`config.mk`:
```
export PLATFORM = sky130hd
export DESIGN_NAME = adder_serial_n_flat
export DESIGN_NICKNAME = d
export VERILOG_FILES = /design/src/rtl/adder_serial_n_pkg.sv /design/src/rtl/adder_serial_n_if.sv /design/src/rtl/adder_serial_n_digit.sv /design/src/rtl/adder_serial_n.sv /design/src/flat_wrapper.sv
export SDC_FILE = /design/constraint.sdc
export NUM_CORES = 1
export LEC_CHECK = 0
export CAP_MARGIN = 10
export CORE_UTILIZATION = 54
export DETAILED_ROUTE_END_ITERATION = 7
export GPL_TIMING_DRIVEN = 0
export HOLD_SLACK_MARGIN = 0.05
export PLACE_DENSITY = 0.81
export SLEW_MARGIN = 20
export SYNTH_ARGS = -nofsm -noshare
export SYNTH_HDL_FRONTEND = slang
export SYNTH_SLANG_ARGS = --single-unit
```
`constraint.sdc`:
```
create_clock -name clk -period 2.9 [get_ports clk]
set_input_delay 0.435 -clock clk [delete_from_list [all_inputs] [get_ports clk]]
set_output_delay 0.435 -clock clk [all_outputs]
set_load 0.005 [all_outputs]
```
`src/rtl/adder_serial_n_pkg.sv`:
```
// Shared definitions for the digit-serial adder/subtractor: state encoding,
// counter sizing and a parameter legality guard.
package adder_serial_n_pkg;

    typedef enum logic [1:0] {
        ST_IDLE = 2'b00,
        ST_RUN  = 2'b01
    } state_t;

    // Bits needed to count 0..n-1, never fewer than one.
    function automatic int cnt_width(input int n);
        int w;
        w = 1;
        while ((1 << w) < n) begin
            w++;
        end
        return w;
    endfunction

endpackage

`ifndef ADDER_SERIAL_N_CHECK_PARAMS
`define ADDER_SERIAL_N_CHECK_PARAMS
`define ADDER_CHECK_PARAMS(W, D) \
    if ((W) < 2 || (D) < 1 || ((W) % (D)) != 0) begin : g_bad_params \
        $error("adder_serial_n: WIDTH must be >= 2 and a multiple of DIGIT"); \
    end
`endif

```
`src/rtl/adder_serial_n_if.sv`:
```
// Request/result bundle between a requester and the digit-serial adder.
interface adder_serial_n_if #(
    parameter int WIDTH = 8
);
    logic             start;
    logic [WIDTH-1:0] a;
    logic [WIDTH-1:0] b;
    logic             cin;
    logic             sub;
    logic             busy;
    logic             done;
    logic [WIDTH-1:0] sum;
    logic             cout;
    logic             ovf;

    modport master (
        output start, a, b, cin, sub,
        input  busy, done, sum, cout, ovf
    );

    modport slave (
        input  start, a, b, cin, sub,
        output busy, done, sum, cout, ovf
    );
endinterface

```
`src/rtl/adder_serial_n_digit.sv`:
```
// Combinational DIGIT-bit ripple slice; also exports the carry into its top
// bit so the caller can form the signed-overflow flag.
module adder_digit #(
    parameter int DIGIT = 2
) (
    input  logic [DIGIT-1:0] x,
    input  logic [DIGIT-1:0] y,
    input  logic             ci,
    output logic [DIGIT-1:0] s,
    output logic             co,
    output logic             c_msb_in
);

    logic carry;

    always_comb begin
        s        = '0;
        carry    = ci;
        c_msb_in = ci;
        for (int i = 0; i < DIGIT; i++) begin
            if (i == DIGIT - 1) begin
                c_msb_in = carry;
            end
            s[i]  = x[i] ^ y[i] ^ carry;
            carry = (x[i] & y[i]) | (carry & (x[i] ^ y[i]));
        end
        co = carry;
    end

endmodule

```
`src/rtl/adder_serial_n.sv`:
```
// Multi-cycle adder/subtractor: processes DIGIT bits per clock, LSB digit
// first, with a registered carry; start/busy/done handshake.
module adder_serial_n
    import adder_serial_n_pkg::*;
#(
    parameter int WIDTH = 8,
    parameter int DIGIT = 2
) (
    input  logic              clk,
    input  logic              rst_n,
    adder_serial_n_if.slave   bus
);

    localparam int N  = WIDTH / DIGIT;
    localparam int KW = cnt_width(N);
    localparam logic [KW-1:0] K_LAST = KW'(N - 1);

    `ADDER_CHECK_PARAMS(WIDTH, DIGIT)

    state_t           state_q, state_d;
    logic [WIDTH-1:0] a_q, a_d;
    logic [WIDTH-1:0] b_q, b_d;
    logic             carry_q, carry_d;
    logic [KW-1:0]    k_q, k_d;
    logic [WIDTH-1:0] res_q, res_d;
    logic [WIDTH-1:0] sum_q, sum_d;
    logic             cout_q, cout_d;
    logic             ovf_q, ovf_d;
    logic             done_q, done_d;

    logic [DIGIT-1:0] slice_s;
    logic             slice_co;
    logic             slice_cmsb;
    logic [WIDTH-1:0] res_shift;

    // Operand registers shift right each cycle, so the live digit is always
    // at the bottom and no digit-indexed mux is needed.
    adder_digit #(.DIGIT(DIGIT)) u_digit (
        .x        (a_q[DIGIT-1:0]),
        .y        (b_q[DIGIT-1:0]),
        .ci       (carry_q),
        .s        (slice_s),
        .co       (slice_co),
        .c_msb_in (slice_cmsb)
    );

    assign res_shift = WIDTH'({slice_s, res_q} >> DIGIT);

    always_comb begin
        state_d = state_q;
        a_d     = a_q;
        b_d     = b_q;
        carry_d = carry_q;
        k_d     = k_q;
        res_d   = res_q;
        sum_d   = sum_q;
        cout_d  = cout_q;
        ovf_d   = ovf_q;
        done_d  = 1'b0;
        case (state_q)
            ST_IDLE: begin
                if (bus.start) begin
                    state_d = ST_RUN;
                    a_d     = bus.a;
                    b_d     = bus.sub ? ~bus.b : bus.b;
                    carry_d = bus.sub ? 1'b1 : bus.cin;
                    k_d     = '0;
                end
            end
            ST_RUN: begin
                a_d     = a_q >> DIGIT;
                b_d     = b_q >> DIGIT;
                carry_d = slice_co;
                res_d   = res_shift;
                k_d     = k_q + KW'(1);
                if (k_q == K_LAST) begin
                    state_d = ST_IDLE;
                    k_d     = '0;
                    sum_d   = res_shift;
                    cout_d  = slice_co;
                    ovf_d   = slice_co ^ slice_cmsb;
                    done_d  = 1'b1;
                end
            end
            default: state_d = ST_IDLE;
        endcase
    end

    always_ff @(posedge clk or negedge rst_n) begin
        if (!rst_n) begin
            state_q <= ST_IDLE;
            a_q     <= '0;
            b_q     <= '0;
            carry_q <= 1'b0;
            k_q     <= '0;
            res_q   <= '0;
            sum_q   <= '0;
            cout_q  <= 1'b0;
            ovf_q   <= 1'b0;
            done_q  <= 1'b0;
        end else begin
            state_q <= state_d;
            a_q     <= a_d;
            b_q     <= b_d;
            carry_q <= carry_d;
            k_q     <= k_d;
            res_q   <= res_d;
            sum_q   <= sum_d;
            cout_q  <= cout_d;
            ovf_q   <= ovf_d;
            done_q  <= done_d;
        end
    end

    assign bus.busy = (state_q == ST_RUN);
    assign bus.done = done_q;
    assign bus.sum  = sum_q;
    assign bus.cout = cout_q;
    assign bus.ovf  = ovf_q;

endmodule

```
`src/flat_wrapper.sv`:
```
// flat-port wrapper written by rule: the top's interface ports become plain ports
module adder_serial_n_flat import adder_serial_n_pkg::*;
#(
    parameter int WIDTH = 8,
    parameter int DIGIT = 2
)
  (clk, rst_n, bus_start, bus_a, bus_b, bus_cin, bus_sub, bus_busy, bus_done, bus_sum, bus_cout, bus_ovf);
  adder_serial_n_if #(.WIDTH(WIDTH)) bus_i ();
  input  logic clk;
  input  logic rst_n;
  input wire logic [$bits(bus_i.start)-1:0] bus_start;
  input wire logic [$bits(bus_i.a)-1:0] bus_a;
  input wire logic [$bits(bus_i.b)-1:0] bus_b;
  input wire logic [$bits(bus_i.cin)-1:0] bus_cin;
  input wire logic [$bits(bus_i.sub)-1:0] bus_sub;
  output wire logic [$bits(bus_i.busy)-1:0] bus_busy;
  output wire logic [$bits(bus_i.done)-1:0] bus_done;
  output wire logic [$bits(bus_i.sum)-1:0] bus_sum;
  output wire logic [$bits(bus_i.cout)-1:0] bus_cout;
  output wire logic [$bits(bus_i.ovf)-1:0] bus_ovf;
  assign bus_i.start = bus_start;
  assign bus_i.a = bus_a;
  assign bus_i.b = bus_b;
  assign bus_i.cin = bus_cin;
  assign bus_i.sub = bus_sub;
  assign bus_busy = bus_i.busy;
  assign bus_done = bus_i.done;
  assign bus_sum = bus_i.sum;
  assign bus_cout = bus_i.cout;
  assign bus_ovf = bus_i.ovf;
  adder_serial_n #(.WIDTH(WIDTH), .DIGIT(DIGIT)) u_core (.clk(clk), .rst_n(rst_n), .bus(bus_i));
endmodule
```
Word-level counts from Yosys, hierarchy flattened --
Cells that the tools add are included.
Word-level totals: register bits 40, bits in latches 0, memory bits (writable) 0, memory bits (read-only) 0, input port bits 21, output and inout bits 12, logic and storage cells 48, memories kept 0
Operators by class: $add $sub $neg 1, $mul 0, div/mod/pow operators 0, $lt $le $gt $ge 0, equal/unequal tests 4, shifts and indexed selects 0, muxes and demuxes 16, bitwise gates (word level) 12, reduce and logical (&&, ||, !) cells 5
Operators by type and width (number):
- case mux 8 bit (2 select lines) | 2
- two-way mux 8 bit | 3
- two-way mux 2 bit | 4
- inverter 8 bit | 1
- case mux 2 bit (2 select lines) | 2
- AND reduction 2 bit | 3
- bitwise XOR 1 bit | 5
- bitwise AND 1 bit | 4
- two-way mux 1 bit | 4
- adder 2 x 1 -> 2 bit (second input constant) | 1
- equality test 2 x 1 -> 1 bit (second input constant) | 1
- equality test 2 bit (second input constant) | 1
- zero test 2 bit | 1
- inequality test 2 x 1 -> 1 bit (second input constant) | 1
- inequality test 2 bit (second input constant) | 1
- bitwise OR 1 bit | 2
- case mux 1 bit (2 select lines) | 1
- nonzero test 2 bit | 1

Longest topological paths before layout --
depth after elaboration 6, gate-level depth with buffers 5, mapped depth without buffers 5

Hierarchy --
Synthesis repeated with hierarchy kept, for this count alone.
Unflattened totals: cell total of the unflattened synthesis 127, area, all modules 1671.6 um^2
Modules (own cells, without submodules):
- adder_serial_n | instances 1, cells an instance 125, area each 1631.6 um^2, sequential area each 925.9 um^2
- adder_digit | instances 1, cells an instance 2, area each 40.0 um^2, sequential area each 0.0 um^2

Worst setup path before layout --
OpenSTA, ideal clock, no wires.
kind reg2reg, start point register u_core.carry_q, end point register u_core.ovf_q, in the netlist u_core.bus.ovf, library setup time 0.125 ns, arrival 1.674 ns, required time 2.775 ns, setup slack 1.101 ns, stages on the path, launching flop included 6, path buffers 0, clock period less this slack 1.799 ns, path through dfrtp_1 > inv_1 > fa_1 > fa_1 > xor2_1 > mux2_4
On the way: longest elaborated chain between the ends 5
RTL lines:
- start: declaration | line adder_serial_n.sv:23 | logic carry_q, carry_d;
- start signal: assignment | line adder_serial_n.sv:105 | carry_q <= carry_d;
- bitwise AND 1 bit (*) | line adder_serial_n_digit.sv:25 | carry = (x[i] & y[i]) | (carry & (x[i] ^ y[i]));
- bitwise OR 1 bit (*) | line adder_serial_n_digit.sv:25
- bitwise AND 1 bit | line adder_serial_n_digit.sv:25
- bitwise OR 1 bit | line adder_serial_n_digit.sv:25
- bitwise XOR 1 bit (*) | line adder_serial_n.sv:81 | ovf_d = slice_co ^ slice_cmsb;
- end signal: assignment | line adder_serial_n.sv:110 | ovf_q <= ovf_d;
- end: declaration | line adder_serial_n.sv:28 | logic ovf_q, ovf_d;
Mark *: on every way between the ends. The rest lies on a longest branch, timed or not. A chain may end at the register's enable or synchronous reset.

Worst setup path after layout --
Ends and elaborated chain as after synthesis.

==> qor.json <==
{
  "place_congestion": {"value": 0.747},
  "port-buffer-count": {"value": 31},
  "synth_fp_nets": {"value": 162},
  "grt_setup_unrepaired": {"value": "no"},
  "rrSetupSlack": {"value": 1.02, "unit": "ns"},
  "placedCellCount": {"value": 201},
  "totalWireLength": {"value": 2.93, "unit": "mm"},
  "final_cell_area": {"value": 2120, "unit": "um^2"},
  "max-vdd-ir-drop": {"value": 366, "unit": "uV"},
  "hold_depth": {"value": 1},
  "power.total": {"value": 1.86, "unit": "mW"},
  "detailedRoute.firstPassIterationCount": {"value": 5},
  "clk_sinks": {"value": 37},
  "most_frequent_cells_in_the_layout": {"value": "37 x dfrtp_1, 30 x clkdlybuf4s50_1, 11 x nand2_1, 11 x mux2i_1, 9 x o21ai_1"},
  "startpoint_of_the_most_critical_hold_path": {"value": "u_core.res_q[2]"},
  "post_cts_buffers": {"value": 0},
  "cp_cell_sequence": {"value": "inv_1, fa_1, fa_1, xor2_1, mux2_4"},
  "power-per-cell-area": {"value": 878, "unit": "nW/um^2"},
  "wl_per_cell": {"value": 14.0, "unit": "um"},
  "finalMaxSlewViolations": {"value": 0},
  "setup_tns_final": {"value": 0, "unit": "ns"},
  "multi_input_comb_area": {"value": 674, "unit": "um^2"},
  "htreeDepth": {"value": 2},
  "report.final.hold_viol_count": {"value": 0},
  "timing.max_cap.violations": {"value": 0},
  "syn-cell-area": {"value": 1690, "unit": "um^2"},
  "number_of_nets_with_antenna_violations_after_detailed_routing": {"value": 0},
  "postSynthCellCount": {"value": 138},
  "min_period_over_period": {"value": 0.650},
  "hold_path_sink": {"value": "u_core.res_q[2]"},
  "cp.required": {"value": 3.12, "unit": "ns"},
  "clock-skew-final": {"value": 0.00917, "unit": "ns"},
  "p_leak": {"value": 0.981, "unit": "nW"},
  "register_area": {"value": 926, "unit": "um^2"},
  "die-width": {"value": 57.9, "unit": "um"},
  "std_cell_rows": {"value": 19},
  "detail_route.iter0.violations": {"value": 18},
  "finalNonFillerCells": {"value": 209},
  "run_status": {"value": "finished, violations left"},
  "critical_path.reg2reg.endpoint": {"value": "u_core.bus.ovf"},
  "critPathArrivalTime": {"value": 2.11, "unit": "ns"},
  "drc": {"value": 1},
  "grt-ovfl-total": {"value": 0},
  "worst_hold_path_type": {"value": "reg -> reg"},
  "crit_path_end_kind": {"value": "flop"},
  "num_vias": {"value": 1125},
  "flow.area_growth_from_synthesis": {"value": 25.9, "unit": "%"},
  "layout.filler_cells": {"value": 214},
  "max_freq": {"value": 531, "unit": "MHz"},
  "clock_insertion_delay_at_the_later_pin_of_the_skew_report": {"value": 0.33, "unit": "ns"},
  "fin_nets": {"value": 202},
  "via_per_inst": {"value": 5.38},
  "crit_buf_inv": {"value": 1},
  "hold_slack": {"value": 0.497, "unit": "ns"},
  "report.final.setup_viol": {"value": 0},
  "layout.cells.most_common": {"value": "dfrtp_1"},
  "dpl.hpwl": {"value": 2.23, "unit": "mm"},
  "cts_root_buffer": {"value": "clkbuf_4"},
  "core_region_area": {"value": 2850, "unit": "um^2"},
  "grt_start_max_net_pins": {"value": 22},
  "cpPeakStageDelay": {"value": 0.47, "unit": "ns"},
  "yosys_warnings": {"value": 0},
  "cts-root-to-sink-buffers": {"value": 2},
  "groute.usage.overall": {"value": 0.210},
  "num_antenna_cells": {"value": 0},
  "cts.reportedPaths.clkPinSlew": {"value": 0.10, "unit": "ns"},
  "cts_inserted_buffers": {"value": 5},
  "vias_in_the_first_global_route": {"value": 1187},
  "ys_ff_latch": {"value": 37},
  "synth_area_per_cell": {"value": 12.2, "unit": "um^2"},
  "finalCriticalPeriod": {"value": 1.88, "unit": "ns"},
  "yosysTopAreaCellShare": {"value": 0.549},
  "area_enclosed_by_the_die_boundary": {"value": 3350, "unit": "um^2"},
  "placed_area": {"value": 2060, "unit": "um^2"},
  "violations": {"value": "DRC"},
  "fp.dieH": {"value": 57.9, "unit": "um"},
  "initial_utilization": {"value": 0.591},
  "netlist_top_cells_area": {"value": "dfrtp_1 55%, mux2i_1 6.5%, mux2_4 5.3%"},
  "grt_first_pass_wirelength": {"value": 5.22, "unit": "mm"},
  "proportion_of_layout_cells_with_a_drive_suffix_above_1": {"value": 0.135},
  "worstRegToRegCells": {"value": 5},
  "synth.yosys.seq_area_share": {"value": 0.549},
  "crit_top_cell": {"value": "fa_1"},
  "crit_fanout": {"value": 3},
  "yosysTopAreaCell": {"value": "dfrtp_1"},
  "worstReg2RegStart": {"value": "u_core.carry_q"},
  "critical_path_class": {"value": "reg -> reg"},
  "io_pins": {"value": 33},
  "maxSlewHeadroom": {"value": 0.718},
  "cts_tree": {"value": "built"},
  "crit_slowest_cell": {"value": "fa_1"},
  "worstMarginPinSlew": {"value": 0.422, "unit": "ns"},
  "critical-path-top-delay-family": {"value": "adder cells"},
  "antenna_found_initial": {"value": 0},
  "setup.worst_path.start_class": {"value": "flop"},
  "synth.distinct_cells": {"value": 27}
}
==> flip-flops by register name, summed over array words and instances (netlist names) <==
register and count:
u_core.bus.cout 1, u_core.k_q 2, u_core.bus.sum 8, u_core.bus.done 1, u_core.res_q 6, u_core.bus.ovf 1
u_core.a_q 8, u_core.state_q 1, u_core.b_q 8, u_core.carry_q 1
==> cell families after synthesis <==
family / count (synthesis) / synth area share
AND/OR/NAND/NOR: 28 / 0.0883
XOR/XNOR: 9 / 0.0468
AO/OA/AOI/OAI: 21 / 0.0817
flip-flops: 37 / 0.549
buffers and inverters: 18 / 0.0505
adder cells (fa/ha/maj): 3 / 0.0312
multiplexers: 22 / 0.152
==> cell usage after synthesis (all sizes together) <==
cell type and n:
mux2 11, nor3b 1, nor2b 1, o21bai 1
and2 2, ha 1, dfrtp 37, or3b 5
o211ai 4, o21ai 9, a221o 2, nand2 11
xor2 3, nand2b 3, o22ai 1, inv 10
fa 2, mux2i 11, a211oi 2, xnor2 6
a22o 1, buf 8, a21oi 1, nor2 5
==> how the worst max path moves through the flow <==
stage / from / end / slack (ns) / cells after the start
floorplan: u_core.carry_q / u_core.bus.ovf / 1.10 / 5
global placement: rst_n / u_core.a_q[6] / 0.63 / 1
detailed placement: u_core.carry_q / u_core.bus.ovf / 1.02 / 5
CTS: u_core.carry_q / u_core.bus.ovf / 1.01 / 5
global route: u_core.carry_q / u_core.bus.ovf / 0.97 / 5
finish: u_core.carry_q / u_core.bus.ovf / 1.02 / 5
==> report_power, final <==
part	internal [mW]	leakage [nW]	total (mW)	switching [mW]
combinational	0.438	0.474	0.750	0.312
clock	0.114	0.0314	0.268	0.153
sequential	0.726	0.476	0.846	0.120
total	1.28	0.981	1.86	0.585
==> area by class of cell <==
class	instances	share of cell area
Clock buffer	7	0.0259
Tap cell	31	0.0183
Timing Repair Buffer	33	0.162
Sequential cell	37	0.436
Buffer	8	0.0224
Inverter	10	0.0177
Multi-Input combinational cell	83	0.318
==> repair_timing <==
item | 4_1_cts | 5_1_grt
resized for setup | 0 | 0
hold buffers | 1 | 0
hold endpoints to repair | 16 | 0
==> layer usage <==
| metal | up-vias | GRT usage | wire [um] |
|---|---|---|---|
| li1 | 546 | - | - |
| met1 | 542 | 0.250 | 1250 |
| met2 | 29 | 0.355 | 1500 |
| met3 | 8 | 0.0469 | 123 |
| met4 | 0 | 0.112 | 57 |
| met5 | - | 0 | 0 |
==> stage by stage <==
stage / utilization / worst slack (ns)
6_report: 0.744 / 1.02
5_1_grt: 0.744 / 0.971
4_1_cts: 0.744 / 1.01
3_5_place_dp: 0.721 / 1.02
3_3_place_gp: 0.713 / 0.633
2_1_floorplan: - / 1.10
No activity file was read; power rests on OpenSTA's default activity.
